<file path="src/rtl/cpu_pkg.sv">
// Shared constants for the RV32I pipeline: default widths and the encoding
// of the EX-stage operand forwarding selects.
package cpu_pkg;

  localparam int NB_DATA_DFLT = 32;
  localparam int NB_REG_DFLT  = 5;

  localparam logic [1:0] FWD_RF    = 2'b00;
  localparam logic [1:0] FWD_MEMWB = 2'b01;
  localparam logic [1:0] FWD_EXMEM = 2'b10;

endpackage

</file>
<file path="src/rtl/fwd_sel_gen.sv">
// Forwarding select for one source operand, computed in ID so that EX only
// sees a registered 2-bit mux select.
module fwd_sel_gen
  import cpu_pkg::*;
#(
  parameter int NB_REG = NB_REG_DFLT
) (
  input  logic [NB_REG-1:0] i_rs,
  input  logic              i_rs_used,
  input  logic              i_idex_valid,
  input  logic              i_idex_reg_write,
  input  logic [NB_REG-1:0] i_idex_rd,
  input  logic              i_exmem_reg_write,
  input  logic [NB_REG-1:0] i_exmem_rd,
  output logic [1:0]        o_sel
);

  // The instruction now in EX will sit in EX/MEM next cycle, so it is the
  // youngest producer and takes precedence over the one now in EX/MEM.
  always_comb begin
    o_sel = FWD_RF;
    if (i_rs_used && (i_rs != '0)) begin
      if (i_idex_valid && i_idex_reg_write && (i_idex_rd == i_rs)) begin
        o_sel = FWD_EXMEM;
      end else if (i_exmem_reg_write && (i_exmem_rd == i_rs)) begin
        o_sel = FWD_MEMWB;
      end
    end
  end

endmodule

</file>
<file path="src/rtl/id_ex_fwd_stage.sv">
// ID/EX pipeline register with registered forwarding selects, load-use
// stall/bubble insertion and a saturating bubble counter for debug.
module id_ex_fwd_stage
  import cpu_pkg::*;
#(
  parameter int NB_DATA = NB_DATA_DFLT,
  parameter int NB_REG  = NB_REG_DFLT,
  parameter int NB_CTRL = 12,
  parameter int NB_CNT  = 16
) (
  input  logic               i_clk,
  input  logic               i_rst_n,
  input  logic               i_halt,
  input  logic               i_flush,
  input  logic               i_valid,
  input  logic [NB_DATA-1:0] i_pc,
  input  logic [NB_REG-1:0]  i_rs1_addr,
  input  logic [NB_REG-1:0]  i_rs2_addr,
  input  logic               i_rs1_used,
  input  logic               i_rs2_used,
  input  logic [NB_DATA-1:0] i_rs1_data,
  input  logic [NB_DATA-1:0] i_rs2_data,
  input  logic [NB_DATA-1:0] i_imm,
  input  logic [NB_REG-1:0]  i_rd_addr,
  input  logic               i_reg_write,
  input  logic               i_mem_read,
  input  logic [NB_CTRL-1:0] i_ctrl,
  input  logic [NB_REG-1:0]  i_exmem_rd,
  input  logic               i_exmem_reg_write,
  output logic               o_valid,
  output logic [NB_DATA-1:0] o_pc,
  output logic [NB_DATA-1:0] o_rs1_data,
  output logic [NB_DATA-1:0] o_rs2_data,
  output logic [NB_DATA-1:0] o_imm,
  output logic [NB_REG-1:0]  o_rd_addr,
  output logic               o_reg_write,
  output logic               o_mem_read,
  output logic [NB_CTRL-1:0] o_ctrl,
  output logic [1:0]         o_fwd_a_sel,
  output logic [1:0]         o_fwd_b_sel,
  output logic               o_load_use_stall,
  output logic [NB_CNT-1:0]  o_bubble_cnt
);

  logic               valid_q,      valid_d;
  logic [NB_DATA-1:0] pc_q,         pc_d;
  logic [NB_DATA-1:0] rs1_data_q,   rs1_data_d;
  logic [NB_DATA-1:0] rs2_data_q,   rs2_data_d;
  logic [NB_DATA-1:0] imm_q,        imm_d;
  logic [NB_REG-1:0]  rd_addr_q,    rd_addr_d;
  logic               reg_write_q,  reg_write_d;
  logic               mem_read_q,   mem_read_d;
  logic [NB_CTRL-1:0] ctrl_q,       ctrl_d;
  logic [1:0]         fwd_a_sel_q,  fwd_a_sel_d;
  logic [1:0]         fwd_b_sel_q,  fwd_b_sel_d;
  logic [NB_CNT-1:0]  bubble_cnt_q, bubble_cnt_d;

  logic [NB_REG-1:0]  rs_addr [2];
  logic               rs_used [2];
  logic [1:0]         fwd_sel [2];
  logic               load_use;

  assign rs_addr[0] = i_rs1_addr;
  assign rs_addr[1] = i_rs2_addr;
  assign rs_used[0] = i_rs1_used;
  assign rs_used[1] = i_rs2_used;

  for (genvar gi = 0; gi < 2; gi++) begin : g_fwd
    fwd_sel_gen #(.NB_REG(NB_REG)) u_fwd_sel_gen (
      .i_rs              (rs_addr[gi]),
      .i_rs_used         (rs_used[gi]),
      .i_idex_valid      (valid_q),
      .i_idex_reg_write  (reg_write_q),
      .i_idex_rd         (rd_addr_q),
      .i_exmem_reg_write (i_exmem_reg_write),
      .i_exmem_rd        (i_exmem_rd),
      .o_sel             (fwd_sel[gi])
    );
  end

  // A flushed ID instruction is being killed, so it cannot cause a stall.
  assign load_use = i_valid && valid_q && mem_read_q && (rd_addr_q != '0) && !i_flush &&
                    ((i_rs1_used && (i_rs1_addr == rd_addr_q)) ||
                     (i_rs2_used && (i_rs2_addr == rd_addr_q)));

  always_comb begin
    valid_d      = valid_q;
    pc_d         = pc_q;
    rs1_data_d   = rs1_data_q;
    rs2_data_d   = rs2_data_q;
    imm_d        = imm_q;
    rd_addr_d    = rd_addr_q;
    reg_write_d  = reg_write_q;
    mem_read_d   = mem_read_q;
    ctrl_d       = ctrl_q;
    fwd_a_sel_d  = fwd_a_sel_q;
    fwd_b_sel_d  = fwd_b_sel_q;
    bubble_cnt_d = bubble_cnt_q;
    if (!i_halt) begin
      if (i_flush || load_use || !i_valid) begin
        valid_d     = 1'b0;
        pc_d        = '0;
        rs1_data_d  = '0;
        rs2_data_d  = '0;
        imm_d       = '0;
        rd_addr_d   = '0;
        reg_write_d = 1'b0;
        mem_read_d  = 1'b0;
        ctrl_d      = '0;
        fwd_a_sel_d = FWD_RF;
        fwd_b_sel_d = FWD_RF;
        // Empty ID slots are not hazards and stay out of the count.
        if ((i_flush || load_use) && (bubble_cnt_q != '1)) begin
          bubble_cnt_d = bubble_cnt_q + NB_CNT'(1);
        end
      end else begin
        valid_d     = 1'b1;
        pc_d        = i_pc;
        rs1_data_d  = i_rs1_data;
        rs2_data_d  = i_rs2_data;
        imm_d       = i_imm;
        rd_addr_d   = i_rd_addr;
        reg_write_d = i_reg_write;
        mem_read_d  = i_mem_read;
        ctrl_d      = i_ctrl;
        fwd_a_sel_d = fwd_sel[0];
        fwd_b_sel_d = fwd_sel[1];
      end
    end
  end

  always_ff @(posedge i_clk or negedge i_rst_n) begin
    if (!i_rst_n) begin
      valid_q      <= 1'b0;
      pc_q         <= '0;
      rs1_data_q   <= '0;
      rs2_data_q   <= '0;
      imm_q        <= '0;
      rd_addr_q    <= '0;
      reg_write_q  <= 1'b0;
      mem_read_q   <= 1'b0;
      ctrl_q       <= '0;
      fwd_a_sel_q  <= FWD_RF;
      fwd_b_sel_q  <= FWD_RF;
      bubble_cnt_q <= '0;
    end else begin
      valid_q      <= valid_d;
      pc_q         <= pc_d;
      rs1_data_q   <= rs1_data_d;
      rs2_data_q   <= rs2_data_d;
      imm_q        <= imm_d;
      rd_addr_q    <= rd_addr_d;
      reg_write_q  <= reg_write_d;
      mem_read_q   <= mem_read_d;
      ctrl_q       <= ctrl_d;
      fwd_a_sel_q  <= fwd_a_sel_d;
      fwd_b_sel_q  <= fwd_b_sel_d;
      bubble_cnt_q <= bubble_cnt_d;
    end
  end

  assign o_valid          = valid_q;
  assign o_pc             = pc_q;
  assign o_rs1_data       = rs1_data_q;
  assign o_rs2_data       = rs2_data_q;
  assign o_imm            = imm_q;
  assign o_rd_addr        = rd_addr_q;
  assign o_reg_write      = reg_write_q;
  assign o_mem_read       = mem_read_q;
  assign o_ctrl           = ctrl_q;
  assign o_fwd_a_sel      = fwd_a_sel_q;
  assign o_fwd_b_sel      = fwd_b_sel_q;
  assign o_load_use_stall = load_use;
  assign o_bubble_cnt     = bubble_cnt_q;

endmodule

</file>
<file path="config.mk">
export PLATFORM = sky130hd
export DESIGN_NAME = id_ex_fwd_stage
export DESIGN_NICKNAME = d
export VERILOG_FILES = /design/src/rtl/cpu_pkg.sv /design/src/rtl/fwd_sel_gen.sv /design/src/rtl/id_ex_fwd_stage.sv
export SDC_FILE = /design/constraint.sdc
export NUM_CORES = 1
export LEC_CHECK = 0
export ABC_AREA = 1
export CAP_MARGIN = 30
export CORE_UTILIZATION = 38
export DETAILED_ROUTE_END_ITERATION = 12
export HOLD_SLACK_MARGIN = 0.08
export PLACE_DENSITY = 0.84
export SLEW_MARGIN = 5
export SYNTH_ARGS = -nofsm -noshare
export SYNTH_HDL_FRONTEND = slang
export SYNTH_SLANG_ARGS = --single-unit
</file>
<file path="constraint.sdc">
create_clock -name i_clk -period 1.7 [get_ports i_clk]
set_input_delay 0.255 -clock i_clk [delete_from_list [all_inputs] [get_ports i_clk]]
set_output_delay 0.255 -clock i_clk [all_outputs]
set_load 0.005 [all_outputs]
</file>
## Word-level counts from Yosys, hierarchy flattened

Index checks and enable logic that the tools add are counted.

| word-level totals | value |
|---|---|
| register bits after elaboration | 168 |
| bits in latches | 0 |
| bits in writable memories | 0 |
| ROM bits | 0 |
| input bits | 170 |
| output and inout port bits | 169 |
| logic and storage cells | 62 |
| memories kept | 0 |

| operators by class | value |
|---|---|
| add/subtract/negate cells | 1 |
| $mul | 0 |
| divide/modulo/power cells | 0 |
| $lt $le $gt $ge | 0 |
| equality and inequality tests | 7 |
| shift operators | 0 |
| mux-type cells | 17 |
| bitwise operators | 1 |
| reductions and logical operators | 24 |

Operators by type and width:

| operator | number |
|---|---|
| $mux W32 | 4 |
| $eq A5 B5 Y1 | 6 |
| $add A16 B1 Y16 const B | 1 |
| $ne A16 B16 Y1 const B | 1 |
| $logic_and A1 B1 Y1 | 15 |
| $reduce_bool A5 Y1 | 3 |
| $mux W12 | 1 |
| $mux W2 | 6 |
| $mux W1 | 5 |
| $mux W5 | 1 |
| $logic_or A1 B1 Y1 | 3 |
| $reduce_and A3 Y1 | 1 |
| $logic_not A1 Y1 | 2 |
| $not A1 Y1 | 1 |

## Logic depth before layout (Yosys ltp)

| logic depth | value |
|---|---|
| word-level depth | 8 |
| mapped depth | 12 |
| mapped depth without buffers | 11 |

## Modules after synthesis

Synthesis repeated with hierarchy kept, for this count alone.

| second synthesis, totals | value |
|---|---|
| cells, all modules | 958 |
| area total of the unflattened synthesis | 7707.4 µm² |

By module, submodules not included:

| module | times used | cells an instance | area each (µm²) | sequential area each (µm²) |
|---|---|---|---|---|
| id_ex_fwd_stage | 1 | 846 | 7211.9 | 4204.0 |
| fwd_sel_gen | 2 | 56 | 247.7 | 0.0 |

## Least setup slack after synthesis

No wires, ideal clock.

| timing | value |
|---|---|
| kind | reg2reg |
| from | register bubble_cnt_q[0], in the netlist o_bubble_cnt[0] |
| to | register bubble_cnt_q[5], in the netlist o_bubble_cnt[5] |
| setup time | 117 ps |
| arrival time | 1503 ps |
| data required time | 1583 ps |
| path slack | 80 ps |
| cell stages (with the launch flop) | 10 |
| path buffers | 1 |
| clock period less this slack | 1620 ps |
| cells stage by stage | dfrtp_1 ha_1 nand3_2 nor2_2 nand2_2 nor2_4 a31oi_4 buf_2 nand3_1 nand2_1 |

| on the way | value |
|---|---|
| longest elaborated chain between the ends | 3 |
| elaborated cells between the ends (all ways) | 4 |
| those cells by class | add/sub: 1; eq/ne: 1; reduce/logical: 2 |

RTL lines:

| item | line | RTL |
|---|---|---|
| start, declared | id_ex_fwd_stage.sv:56 | `logic [NB_CNT-1:0] bubble_cnt_q, bubble_cnt_d;` |
| start signal, assigned | id_ex_fwd_stage.sv:158 | `bubble_cnt_q <= bubble_cnt_d;` |
| branches (longest 3 deep; another with $add A16 B1 Y16) | - |  |

Several ways; the timed one is not identified.
A chain may end at the register's enable or synchronous reset.

## Worst setup path in the final report

| timing | value |
|---|---|
| from | register rd_addr_q[1], in the netlist o_rd_addr[1] |
| to | output port o_load_use_stall |

| on the way | value |
|---|---|
| longest elaborated chain between the ends | 4 |
| elaborated cells between the ends (all ways) | 9 |
| those cells by class | eq/ne: 2; reduce/logical: 7 |

RTL lines:

| item | line | RTL |
|---|---|---|
| start, declared | id_ex_fwd_stage.sv:50 | `logic [NB_REG-1:0] rd_addr_q, rd_addr_d;` |
| start signal, assigned | id_ex_fwd_stage.sv:152 | `rd_addr_q <= rd_addr_d;` |
| $eq A5 B5 Y1 (tied with other cells) | id_ex_fwd_stage.sv:83 | `((i_rs1_used && (i_rs1_addr == rd_addr_q)) \|\|` |
| $logic_and A1 B1 Y1, on equally long branches | id_ex_fwd_stage.sv:83, id_ex_fwd_stage.sv:82, id_ex_fwd_stage.sv:84 |  |
| $logic_or A1 B1 Y1 / $logic_and A1 B1 Y1 (equally long branches) | id_ex_fwd_stage.sv:83, id_ex_fwd_stage.sv:82 |  |
| $logic_and A1 B1 Y1 (*) | id_ex_fwd_stage.sv:82 | `assign load_use = i_valid && valid_q && mem_read_q && (rd_addr_q != '0) && !i_flush &&` |
| end, declared | id_ex_fwd_stage.sv:41 | `output logic o_load_use_stall,` |

Mark *: on every way between the ends. The rest lies on a longest branch, timed or not.

==> metrics <==
CTS tree=built; crit path kind=reg -> out; Cells after Synth=895; final hold slack=0.179 ns; GP Congestion=0.882; hpwl dp=18600 um; Reg clk slew, reported paths=0.07 ns; fillers=1539; failing checks=setup timing; critical path startpoint category=flop; RSZ-0062 raised after global routing=yes; vias in the first global route=7706; syn_area_per_cell=8.55 sq um; Final setup viols=167; FP Rows=51; die width=144 um; slew margin rel.=70.3%; critical-path cell list=inv_2 > buf_4 > buf_4 > nand3_1 > nand3_1 > inv_2 > nand2_4 > inv_2 > buf_6; final hold violation count=0; H-tree levels=4; ratio of final minimum period to clock period=110%; Post-DP Area=11700 sq um; CP Max Fanout=4; largest net degree at the start of global routing=92; drc violations=0; WP buf/inv=6; CP required=1.44 ns; Global Route Usage Sum=25.2%; final core occ=65.5%; Worst path top cell family by delay=buffers and inverters; Worst Path Arrival=1.61 ns; DR WL/cell=18.9 um; PortBufs=338; CP max stage cell=dfrtp_1; critical path's most frequent cell=inv_2; max incr delay on CP=0.42 ns; fin crit period=1.87 ns; initial drt markers=436; max frequency=536 MHz; clk buf depth=2; Slew Viols, Final=0; highest-count cells in the layout ignoring fill and taps=nand2_1, clkdlybuf4s50_1, dfrtp_1; Die Height=144 um; peak supply drop=0.000640 V; Synthesis Warnings=0; DR vias=8213; Nets=1450; global-route wire length before repair=40300 um; commonest non-fill, non-tap cell in the layout=nand2_1; antenna viol nets, final=0; post-route cell area=12800 sq um; Inserted Clock Buffers=17; synthesized cell area=7650 sq um; via/cell ratio=5.27; Netlist cell types=25; fraction of layout cells with a size suffix above 1=12.5%; worst hold path type=in -> reg; Yosys reg bits=168; Core ar.=19600 sq um; Pre-antenna DRT Iters=5; P&R area growth vs syn=67.6%; max-cap viol count=0; clock sink count=168; status=complete, but fails checks; worst reg2reg setup slack=-0.17 ns; Seq/Total Area, Yosys=54.9%; initial core utilization=39.1%; slew at the pin closest to its max-slew limit=0.446 ns; total die area=20700 sq um; root buf cell=clkbuf_16; clock skew=0.0116 ns; CP Capture Type=primary output; power per cell area=774 nW/um^2; Leak Pwr=6.31 nW; antenna violations before repair=1; IO Pins=339; Syn Nets=1066; latest clock arrival within the worst-skew pair=0.42 ns; total gr overflow=0; Routed WL=29400 um; final setup margin=-0.165 ns; Inserted Diodes=0
path summary, 6_finish.rpt:
path                                      from          endpoint  cells after the start
worst min register to register  o_rs2_data[21]    o_rs2_data[21]                      2
min in group asynchronous              i_rst_n    o_rs1_data[16]                      2
worst max register to register    o_rd_addr[1]           o_pc[1]                     12
max in group asynchronous              i_rst_n  o_bubble_cnt[12]                      3
worst min-delay path                    i_halt          o_pc[19]                      3
worst max-delay path              o_rd_addr[1]  o_load_use_stall                      9
synthesized netlist by cell type, drive strengths merged:
master | count | area share (%)
o21ai | 3 | 0.20
ha | 1 | 0.16
xor2 | 7 | 0.80
nand3 | 28 | 1.9
dfrtp | 168 | 55
a31oi | 1 | 0.28
inv | 24 | 1.2
a21oi | 2 | 0.13
clkbuf | 36 | 1.8
buf | 32 | 2.9
nand3b | 2 | 0.20
nand2 | 388 | 19
nor3 | 5 | 0.33
nor2 | 28 | 1.5
nand4 | 156 | 13
xnor2 | 14 | 1.6
area by class of cell:
class / count / area [sq um] / share of cell area [%]
repair buffers: 432 / 4570 / 35.7
flip-flops and latches: 168 / 4220 / 32.9
multi-input cells: 636 / 3070 / 23.9
clock buffers: 18 / 429 / 3.35
well taps: 265 / 332 / 2.58
clock inverters: 14 / 115 / 0.897
inverters: 24 / 92.6 / 0.722
stage by stage:
step	power [mW]	cells	worst slack, ns	TNS [ns]
floorplan	4.97	895	0.0799	0
global placement	6.24	1495	-0.600	-75.77
CTS	9.96	1533	-0.173	-16.58
finish	9.92	1557	-0.165	-14.86
detailed placement	6.28	1495	-0.608	-80.87
global route	10.3	1557	-0.283	-33.54
state kept, by name, indices dropped and copies added (netlist names):
| signal | flops |
|---|---|
| o_bubble_cnt | 16 |
| o_ctrl | 12 |
| o_fwd_a_sel | 2 |
| o_fwd_b_sel | 2 |
| o_imm | 32 |
| o_mem_read | 1 |
| o_pc | 32 |
| o_rd_addr | 5 |
| o_reg_write | 1 |
| o_rs1_data | 32 |
| o_rs2_data | 32 |
| o_valid | 1 |
kinds of logic after synthesis:
group                    synth area share [%]
adder cells (fa/ha/maj)                 0.163
XOR/XNOR                                 2.40
AND/OR/NAND/NOR                          36.1
AO/OA/AOI/OAI                           0.605
buffers and inverters                    5.82
flip-flops                               54.9
repair_timing:
action | 4_1_cts | 5_1_grt
gates resized for setup | 29 | 31
cloned | 1 | 17
pin swaps | 5 | 11
endpoints found under the setup margin | 170 | 180
endpoints found under the hold margin | 48 | 0
buffers inserted | 4 | 7
hold buffers | 1 | 0
routing by layer:
layer / track usage (%) / wire length, um / vias up
met1: 30.1 / 11100 / 3927
met5: 0 / 13 / -
met3: 8.00 / 2980 / 72
met2: 41.6 / 14200 / 444
met4: 11.1 / 1050 / 2
li1: - / - / 3768
power by group:
group / switching [mW] / leakage, nW / total [mW] / internal, mW
clock network: 1.76 / 0.252 / 3.67 / 1.90
logic: 0.773 / 3.81 / 1.84 / 1.07
registers: 0.178 / 2.26 / 4.42 / 4.24
total: 2.72 / 6.31 / 9.92 / 7.21
worst reg2reg max path, stage by stage (launching register included):
cell	delay, ns
dfrtp_1	0.42
inv_2	0.07
buf_4	0.13
buf_4	0.12
nand3_1	0.09
nand3_1	0.09
inv_2	0.07
nand2_4	0.05
buf_4	0.17
clkbuf_16	0.18
clkbuf_16	0.17
nand4_1	0.10
nand2_1	0.07
Power figures use the tool's default switching activity.
